## src/rtl/fabric_load_arbiter.sv

```systemverilog
// Round-robin arbiter sharing one memory load port among NUM_REQ PEs, with an
// in-order ID FIFO steering responses back. Optional counters: FABRIC_LOAD_ARB_PERF_EN.
module fabric_load_arbiter #(
  parameter int unsigned NUM_REQ         = 4,
  parameter int unsigned ADDR_WIDTH      = 32,
  parameter int unsigned DATA_WIDTH      = 32,
  parameter int unsigned MAX_OUTSTANDING = 8
) (
  input  logic                              clk,
  input  logic                              rst_n,
  input  logic [NUM_REQ-1:0]                req_valid,
  output logic [NUM_REQ-1:0]                req_ready,
  input  logic [NUM_REQ*ADDR_WIDTH-1:0]     req_addr,
  output logic                              mem_addr_valid,
  input  logic                              mem_addr_ready,
  output logic [ADDR_WIDTH-1:0]             mem_addr_data,
  input  logic                              mem_data_valid,
  output logic                              mem_data_ready,
  input  logic [DATA_WIDTH-1:0]             mem_data_data,
  output logic [NUM_REQ-1:0]                resp_valid,
  input  logic [NUM_REQ-1:0]                resp_ready,
  output logic [NUM_REQ*DATA_WIDTH-1:0]     resp_data,
  output logic [$clog2(MAX_OUTSTANDING):0]  outstanding,
`ifdef FABRIC_LOAD_ARB_PERF_EN
  output logic [NUM_REQ*16-1:0]             perf_grants,
  output logic [15:0]                       perf_full_cycles,
`endif
  output logic                              err_unexpected
);

  localparam int unsigned ID_W  = (NUM_REQ > 1) ? $clog2(NUM_REQ) : 1;
  localparam int unsigned PTR_W = $clog2(MAX_OUTSTANDING);
  localparam int unsigned CNT_W = PTR_W + 1;

  logic [ID_W-1:0]  ptr_q, ptr_d;
  logic             lock_q, lock_d;
  logic [ID_W-1:0]  grant_q, grant_d;
  logic [ID_W-1:0]  fifo_q [MAX_OUTSTANDING];
  logic [ID_W-1:0]  fifo_d [MAX_OUTSTANDING];
  logic [PTR_W-1:0] wr_ptr_q, wr_ptr_d;
  logic [PTR_W-1:0] rd_ptr_q, rd_ptr_d;
  logic [CNT_W-1:0] count_q, count_d;
  logic             err_q, err_d;

  logic             full, empty, arb_found, addr_valid, issue, pop;
  logic [ID_W-1:0]  arb_idx, grant, head;
  int unsigned      scan;

  // Rotating priority search starting at the round-robin pointer.
  always_comb begin
    arb_found = 1'b0;
    arb_idx   = '0;
    scan      = 0;
    for (int i = 0; i < NUM_REQ; i++) begin
      scan = (32'(ptr_q) + 32'(i)) % NUM_REQ;
      if (!arb_found && req_valid[scan]) begin
        arb_found = 1'b1;
        arb_idx   = ID_W'(scan);
      end
    end
  end

  // A locked grant is held regardless of FIFO state; it was taken with space available.
  always_comb begin
    full       = (count_q == CNT_W'(MAX_OUTSTANDING));
    empty      = (count_q == '0);
    grant      = lock_q ? grant_q : arb_idx;
    addr_valid = lock_q || (!full && arb_found);
    issue      = addr_valid && mem_addr_ready;
    head       = fifo_q[rd_ptr_q];
    pop        = mem_data_valid && !empty && resp_ready[head];
  end

  always_comb begin
    ptr_d    = ptr_q;
    lock_d   = lock_q;
    grant_d  = grant;
    fifo_d   = fifo_q;
    wr_ptr_d = wr_ptr_q;
    rd_ptr_d = rd_ptr_q;
    count_d  = count_q;
    err_d    = err_q || (mem_data_valid && empty);
    if (issue) begin
      ptr_d            = (grant == ID_W'(NUM_REQ - 1)) ? '0 : grant + ID_W'(1);
      lock_d           = 1'b0;
      fifo_d[wr_ptr_q] = grant;
      wr_ptr_d         = wr_ptr_q + PTR_W'(1);
    end else if (addr_valid) begin
      lock_d = 1'b1;
    end
    if (pop) begin
      rd_ptr_d = rd_ptr_q + PTR_W'(1);
    end
    case ({issue, pop})
      2'b10:   count_d = count_q + CNT_W'(1);
      2'b01:   count_d = count_q - CNT_W'(1);
      default: count_d = count_q;
    endcase
  end

  always_ff @(posedge clk or negedge rst_n) begin
    if (!rst_n) begin
      ptr_q    <= '0;
      lock_q   <= 1'b0;
      grant_q  <= '0;
      wr_ptr_q <= '0;
      rd_ptr_q <= '0;
      count_q  <= '0;
      err_q    <= 1'b0;
      for (int i = 0; i < MAX_OUTSTANDING; i++) fifo_q[i] <= '0;
    end else begin
      ptr_q    <= ptr_d;
      lock_q   <= lock_d;
      grant_q  <= grant_d;
      wr_ptr_q <= wr_ptr_d;
      rd_ptr_q <= rd_ptr_d;
      count_q  <= count_d;
      err_q    <= err_d;
      for (int i = 0; i < MAX_OUTSTANDING; i++) fifo_q[i] <= fifo_d[i];
    end
  end

  assign mem_addr_valid = addr_valid;
  assign mem_addr_data  = req_addr[32'(grant)*ADDR_WIDTH +: ADDR_WIDTH];
  assign req_ready      = issue ? (NUM_REQ'(1) << grant) : '0;
  assign resp_valid     = (mem_data_valid && !empty) ? (NUM_REQ'(1) << head) : '0;
  assign mem_data_ready = !empty && resp_ready[head];
  assign resp_data      = {NUM_REQ{mem_data_data}};
  assign outstanding    = count_q;
  assign err_unexpected = err_q;

`ifdef FABRIC_LOAD_ARB_PERF_EN
  logic [15:0] perf_grants_q [NUM_REQ];
  logic [15:0] perf_grants_d [NUM_REQ];
  logic [15:0] perf_full_q, perf_full_d;

  // Saturating event counters.
  always_comb begin
    perf_grants_d = perf_grants_q;
    perf_full_d   = perf_full_q;
    if (issue && perf_grants_q[grant] != 16'hFFFF) begin
      perf_grants_d[grant] = perf_grants_q[grant] + 16'd1;
    end
    if (full && |req_valid && perf_full_q != 16'hFFFF) begin
      perf_full_d = perf_full_q + 16'd1;
    end
  end

  always_ff @(posedge clk or negedge rst_n) begin
    if (!rst_n) begin
      perf_full_q <= '0;
      for (int i = 0; i < NUM_REQ; i++) perf_grants_q[i] <= '0;
    end else begin
      perf_full_q <= perf_full_d;
      for (int i = 0; i < NUM_REQ; i++) perf_grants_q[i] <= perf_grants_d[i];
    end
  end

  always_comb begin
    perf_grants = '0;
    for (int i = 0; i < NUM_REQ; i++) perf_grants[i*16 +: 16] = perf_grants_q[i];
  end
  assign perf_full_cycles = perf_full_q;
`endif

endmodule

```

## config.mk

```make
export PLATFORM = sky130hd
export DESIGN_NAME = fabric_load_arbiter
export DESIGN_NICKNAME = d
export VERILOG_FILES = /design/src/rtl/fabric_load_arbiter.sv
export SDC_FILE = /design/constraint.sdc
export NUM_CORES = 1
export LEC_CHECK = 0
export CORE_AREA = 5 5 132 134
export DETAILED_ROUTE_END_ITERATION = 10
export DIE_AREA = 0 0 137 139
export PLACE_DENSITY_LB_ADDON = 0.1
export SYNTH_ARGS = -nofsm -noshare
export SYNTH_HDL_FRONTEND = slang
export SYNTH_SLANG_ARGS = --single-unit
```

## constraint.sdc

```tcl
create_clock -name clk -period 3.45 [get_ports clk]
set_input_delay 0.69 -clock clk [delete_from_list [all_inputs] [get_ports clk]]
set_output_delay 0.69 -clock clk [all_outputs]
set_load 0.01 [all_outputs]
```

# After elaboration in Yosys (flattened, before gate mapping)
# Cells that the tools add are included.
# totals
ff_bits	32
in_bits	172
out_inout_bits	175
wordCells	91
# classes
add_sub_neg	8
order_cmp	8
eq_ne	4
shift	3
mux	31
bitwise_logic	2
n_reduce_logical	20
# op_table
cell	count
$shiftx A128 B8 Y32	1
$mux W2	9
$bwmux W16	1
$lt A2 B3 Y1 const B	5
$mux W1	11
$bmux W1 S2	5
$logic_and A1 B1 Y1	10
$ge A4 B4 Y1 const B	2
$mux W4	2
$not A3 Y4	2
$pmux W4 S2	1
$shl A1 B2 Y4 const A	2
$add A3 B1 Y3 const B	2
$bmux W2 S3	1
$demux W2 S3	1
$logic_not A1 Y1	5
$add A2 B1 Y2 const B	2
$add A2 B2 Y2 const B	2
$add A4 B1 Y4 const B	1
$eq A2 B2 Y1 const B	2
$eq A4 B4 Y1 const B	1
$logic_not A4 Y1	1
$lt A4 B1 Y1 const B	1
$reduce_bool A2 Y1	2
other kinds (3)	4

# Logic depth before layout (Yosys ltp)
# depth
depth_word	17
depth_mapped	15
mapped_depth_nobuf	12

# Least setup slack after synthesis
# No wires, ideal clock.
# synth_timing
path_kind	register to register
start	register rd_ptr_q[0]
end	register count_q[2], in the netlist outstanding[2]
setup_ns	0.130
t_arrival_ns	3.044
required_ns	3.320
slack_ns	0.277
path_stages_with_launch	14
path_buffers	2
synth_period_minus_slack_ns	3.173
path_cell_list	dfrtp_1 buf_6 mux2_1 mux4_2 mux4_2 and2_4 buf_6 ha_1 xor2_1 ha_1 a21oi_1 xor2_1 nor2_1 xor2_1
# synth_between
elab_chain_len	9
elab_cells_between_ends	11
cone_classes	eq/ne (2); mux (6); bitwise (1); reduce/logical (2)
# synth_rtl
element	line	source
from (decl)	41	logic [PTR_W-1:0] rd_ptr_q, rd_ptr_d;
from (signal assigned)	116	rd_ptr_q <= rd_ptr_d;
$not A3 Y4 (not written as such) *	70	head = fifo_q[rd_ptr_q];
$bmux W2 S3 *	70	
$mux W2 (not written as such) * (2 in series)	70	
$bmux W1 S2 *	71	pop = mem_data_valid && !empty && resp_ready[head];
$mux W1 (not written as such) *	71	
$logic_and A1 B1 Y1 *	71	
via pop	45	logic full, empty, arb_found, addr_valid, issue, pop;
$eq A2 B1 Y1 / $eq A2 B2 Y1 (equally long branches)	94	case ({issue, pop})
$pmux W4 S2 / $reduce_bool A2 Y1 (equally long branches)	n/a	
to (signal assigned)	117	count_q <= count_d;
to (decl)	42	logic [CNT_W-1:0] count_q, count_d;
# The timed path passes the listed nets; every way through them passes the cells marked *. The select of a mux whose other input is x is not followed.
# A chain may end at the register's enable or synchronous reset.

# Worst setup path in the final report
# layout_timing
start	input port req_valid[1]
end	output port mem_addr_data[15]
# layout_between
elab_chain_len	14
elab_cells_between_ends	23
cone_classes	shift (1); mux (16); reduce/logical (6)
# layout_rtl
element	line	source
from (decl)	11	input logic [NUM_REQ-1:0] req_valid,
$bmux W1 S2	56	if (!arb_found && req_valid[scan]) begin
$mux W1 (not written as such)	56	
$mux W1	56	
$logic_not A1 Y1	56	
$logic_and A1 B1 Y1	56	
$mux W1	56	
$logic_not A1 Y1	56	
$logic_and A1 B1 Y1	56	
$mux W1	56	
$logic_not A1 Y1	56	
$logic_and A1 B1 Y1	56	
$mux W2 *	56	
$mux W2 *	67	grant = lock_q ? grant_q : arb_idx;
$shiftx A128 B8 Y32 *	124	assign mem_addr_data = req_addr[32'(grant)*ADDR_WIDTH +: ADDR_WIDTH];
to (decl)	16	output logic [ADDR_WIDTH-1:0] mem_addr_data,
# Every way passes the cells marked *; elsewhere a longest branch is shown, timed or not. The select of a mux whose other input is x is not followed.

==> results <==
-- synth_stat cells (3+ instances only) --
| cell | n | area, µm² |
|---|---|---|
| buf_1 | 5 | 18.8 |
| mux2_1 | 3 | 33.8 |
| mux2i_1 | 97 | 971 |
| nand2_1 | 16 | 60.1 |
| ha_1 | 9 | 113 |
| xnor2_1 | 4 | 35.0 |
| and3_1 | 5 | 31.3 |
| mux4_2 | 3 | 67.6 |
| dfrtp_1 | 32 | 801 |
| buf_4 | 128 | 961 |
| buf_2 | 3 | 15.0 |
| nor2_1 | 6 | 22.5 |
| mux2_2 | 19 | 214 |
| a21oi_1 | 5 | 25.0 |
| nor2b_1 | 5 | 31.3 |
| clkbuf_1 | 8 | 30.0 |
| xor2_1 | 5 | 43.8 |
-- report_power, final --
part           internal (mW)  switching (mW)
combinational           1.35           0.954
clock                  0.268           0.164
sequential             0.554           0.194
total                   2.17            1.31
-- worst reg2reg max path: cells and delay by family (launching register included) --
kind | cells | cell delay [ps]
multiplexers | 3 | 1330
AND/OR/NAND/NOR | 2 | 260
XOR/XNOR | 3 | 440
flip-flops | 1 | 480
AO/OA/AOI/OAI | 1 | 150
adder cells (fa/ha/maj) | 2 | 400
-- routing by layer --
| layer | routed length (µm) | global-route usage |
|---|---|---|
| met1 | 4320 | 0.134 |
| met2 | 6430 | 0.230 |
| met3 | 1600 | 0.0737 |
| met4 | 145 | 0.0173 |
| met5 | 66 | 0.0265 |
-- registers in the layout, indices dropped and copies added, names as in the netlist --
signal          cells
fifo_q             16
outstanding         4
rd_ptr_q            3
wr_ptr_q            3
grant_q             2
ptr_q               2
err_unexpected      1
lock_q              1
-- repair_timing --
item | 4_1_cts | 5_1_grt
cloned | 2 | 0
setup buffers | 10 | 1
pin swaps | 1 | 1
endpoints found under the setup margin | 37 | 22
resized for setup | 70 | 16
-- final cells by class --
class                   count  share of cell area
clock inverters             3             0.00445
inverters                   5             0.00445
flip-flops and latches     32               0.150
repair buffers            221               0.408
multi-input cells         205               0.357
clock buffers               5              0.0234
well taps                 220              0.0516
diodes                      1            0.000469
-- cell families after synthesis --
kind of cell    Yosys count  share of synthesized area
fa+ha+maj                 9                     0.0301
flops                    32                      0.214
compound gates           13                     0.0224
simple gates             49                     0.0701
mux                     125                      0.358
xor+xnor                  9                     0.0210
buf+inv                 151                      0.284
-- through the flow --
stage / worst slack [ps] / setup TNS, ps / cells / hold WS, ps
floorplan: 277 / 0 / 388 / 394
global placement: -402 / -10480 / 670 / 436
detailed placement: -376 / -9700 / 670 / 451
CTS: 3.12 / 0 / 690 / 465
global route: -28.4 / -55.3 / 692 / 503
finish: 126 / 0 / 692 / 466
-- path summary, 6_finish.rpt --
path	startpoint	endpoint	slack [ps]	cells after the start
worst max-delay path	req_valid[1]	mem_addr_data[15]	130	10
min in group asynchronous	rst_n	outstanding[2]	830	2
max in group asynchronous	rst_n	rd_ptr_q[0]	2290	2
worst min-delay path	err_unexpected	err_unexpected	470	1
worst max register to register	rd_ptr_q[0]	outstanding[2]	280	11
worst min register to register	err_unexpected	err_unexpected	470	1
==> results.toml <==
[timing]
tightest_slew_ps = 490
fmax_ghz = 0.301
rsz0062_at_grt = "yes"
fin_skew_ps = 7.33
fin_crit_sh = 0.963
slew_headroom = 0.669
maxSlewViolCount = 0
hold_viol_final = 0
setup_violations = 0
fin_crit_ps = 3320

[worst_setup_path]
setup.worst_path.start_class = "input port"
crit_chain = "dlygate4sd2_1 -> a21oi_1 -> o21ai_1 -> nor2b_2 -> o31a_1 -> clkinv_4 -> buf_16 -> mux2i_1 -> mux2i_1 -> clkdlybuf4s50_1"
critPathArrivalTime_ps = 2630
slowest_delay_ps = 490
critPathMaxFanout = 10
critical-path-top-delay-family = "buffers and inverters"
required_ps = 2760
cp-end-kind = "output port"
crit_type = "in2out"
cpMostUsedCell = "mux2i_1"
path_buf_inv = 4
cp_slowest_cell = "clkdlybuf4s50_1"

[clock_network]
cts.sinks = 32
htreeDepth = 2
holdBufCountCts = 0
tritoncts = "built"
cts_max_path_buffers = 2
clk_pin_slew_worst_paths_ps = 50
cts_buffers = 5
root_buffer = "clkbuf_16"
clock_latency_ps = 280

[synth]
ys_warn_count = 0
ys_types = 41
ys_seq_area_frac = 0.214
synth-seq-cells = 32
synthCells = 388
async_flop_share = 1.00
synthesis.area_um2 = 3750
synthFlopType = "dfrtp_1"
syn_area_per_cell_um2 = 9.66
syn-num-nets = 569
synth-edff-count = 0

[global_route]
first_global_vias = 3129
grt_usage = 0.129
antenna_found_initial = 1
overflow = 0
grt_max_degree = 33
grt_pass1_wl_um = 18900

[flow_run]
maxCapViolations = 0

[power_and_ir_drop]
p_total_mw = 3.49
power.density_nw_per_um2 = 653
power.leakage_nw = 2.38
peakVddDrop_mv = 0.272

[die]
num_io_pins = 347
rows = 47
die-width_um = 137
die_area_um2 = 19000
start_util = 0.232
die_h_um = 139
core_area_um2 = 16200

[routing]
drt_iter0_drc = 63
drc = 0
vias = 2865
vias_per_cell = 4.14
post_drt_wl_per_cell_um = 18.2
postRouteAntennaNets = 0
routed_wl_um = 12600
firstDrtPassIters = 4

[place]
io_buffers = 186
post_dp_cell_area_um2 = 5050
gp_congestion = 0.829
hpwl_um = 10500

[finish]
register_area_um2 = 802
drive_above_1_share = 0.185
fin_util = 0.330
multi_input_area_um2 = 1910
n_fill_cell = 1649
final_common_cell = "clkdlybuf4s50_1"
area_growth_pct = 42.5
fin_area_um2 = 5340
nNetsFinal = 651
final_cell_mix = "clkdlybuf4s50_1 (147), mux2i_1 (93), dfrtp_1 (31)"

[run_status]
outcome = "completed"

[min_path]
hold_path_class = "reg2reg"
Power figures use the tool's default switching activity.
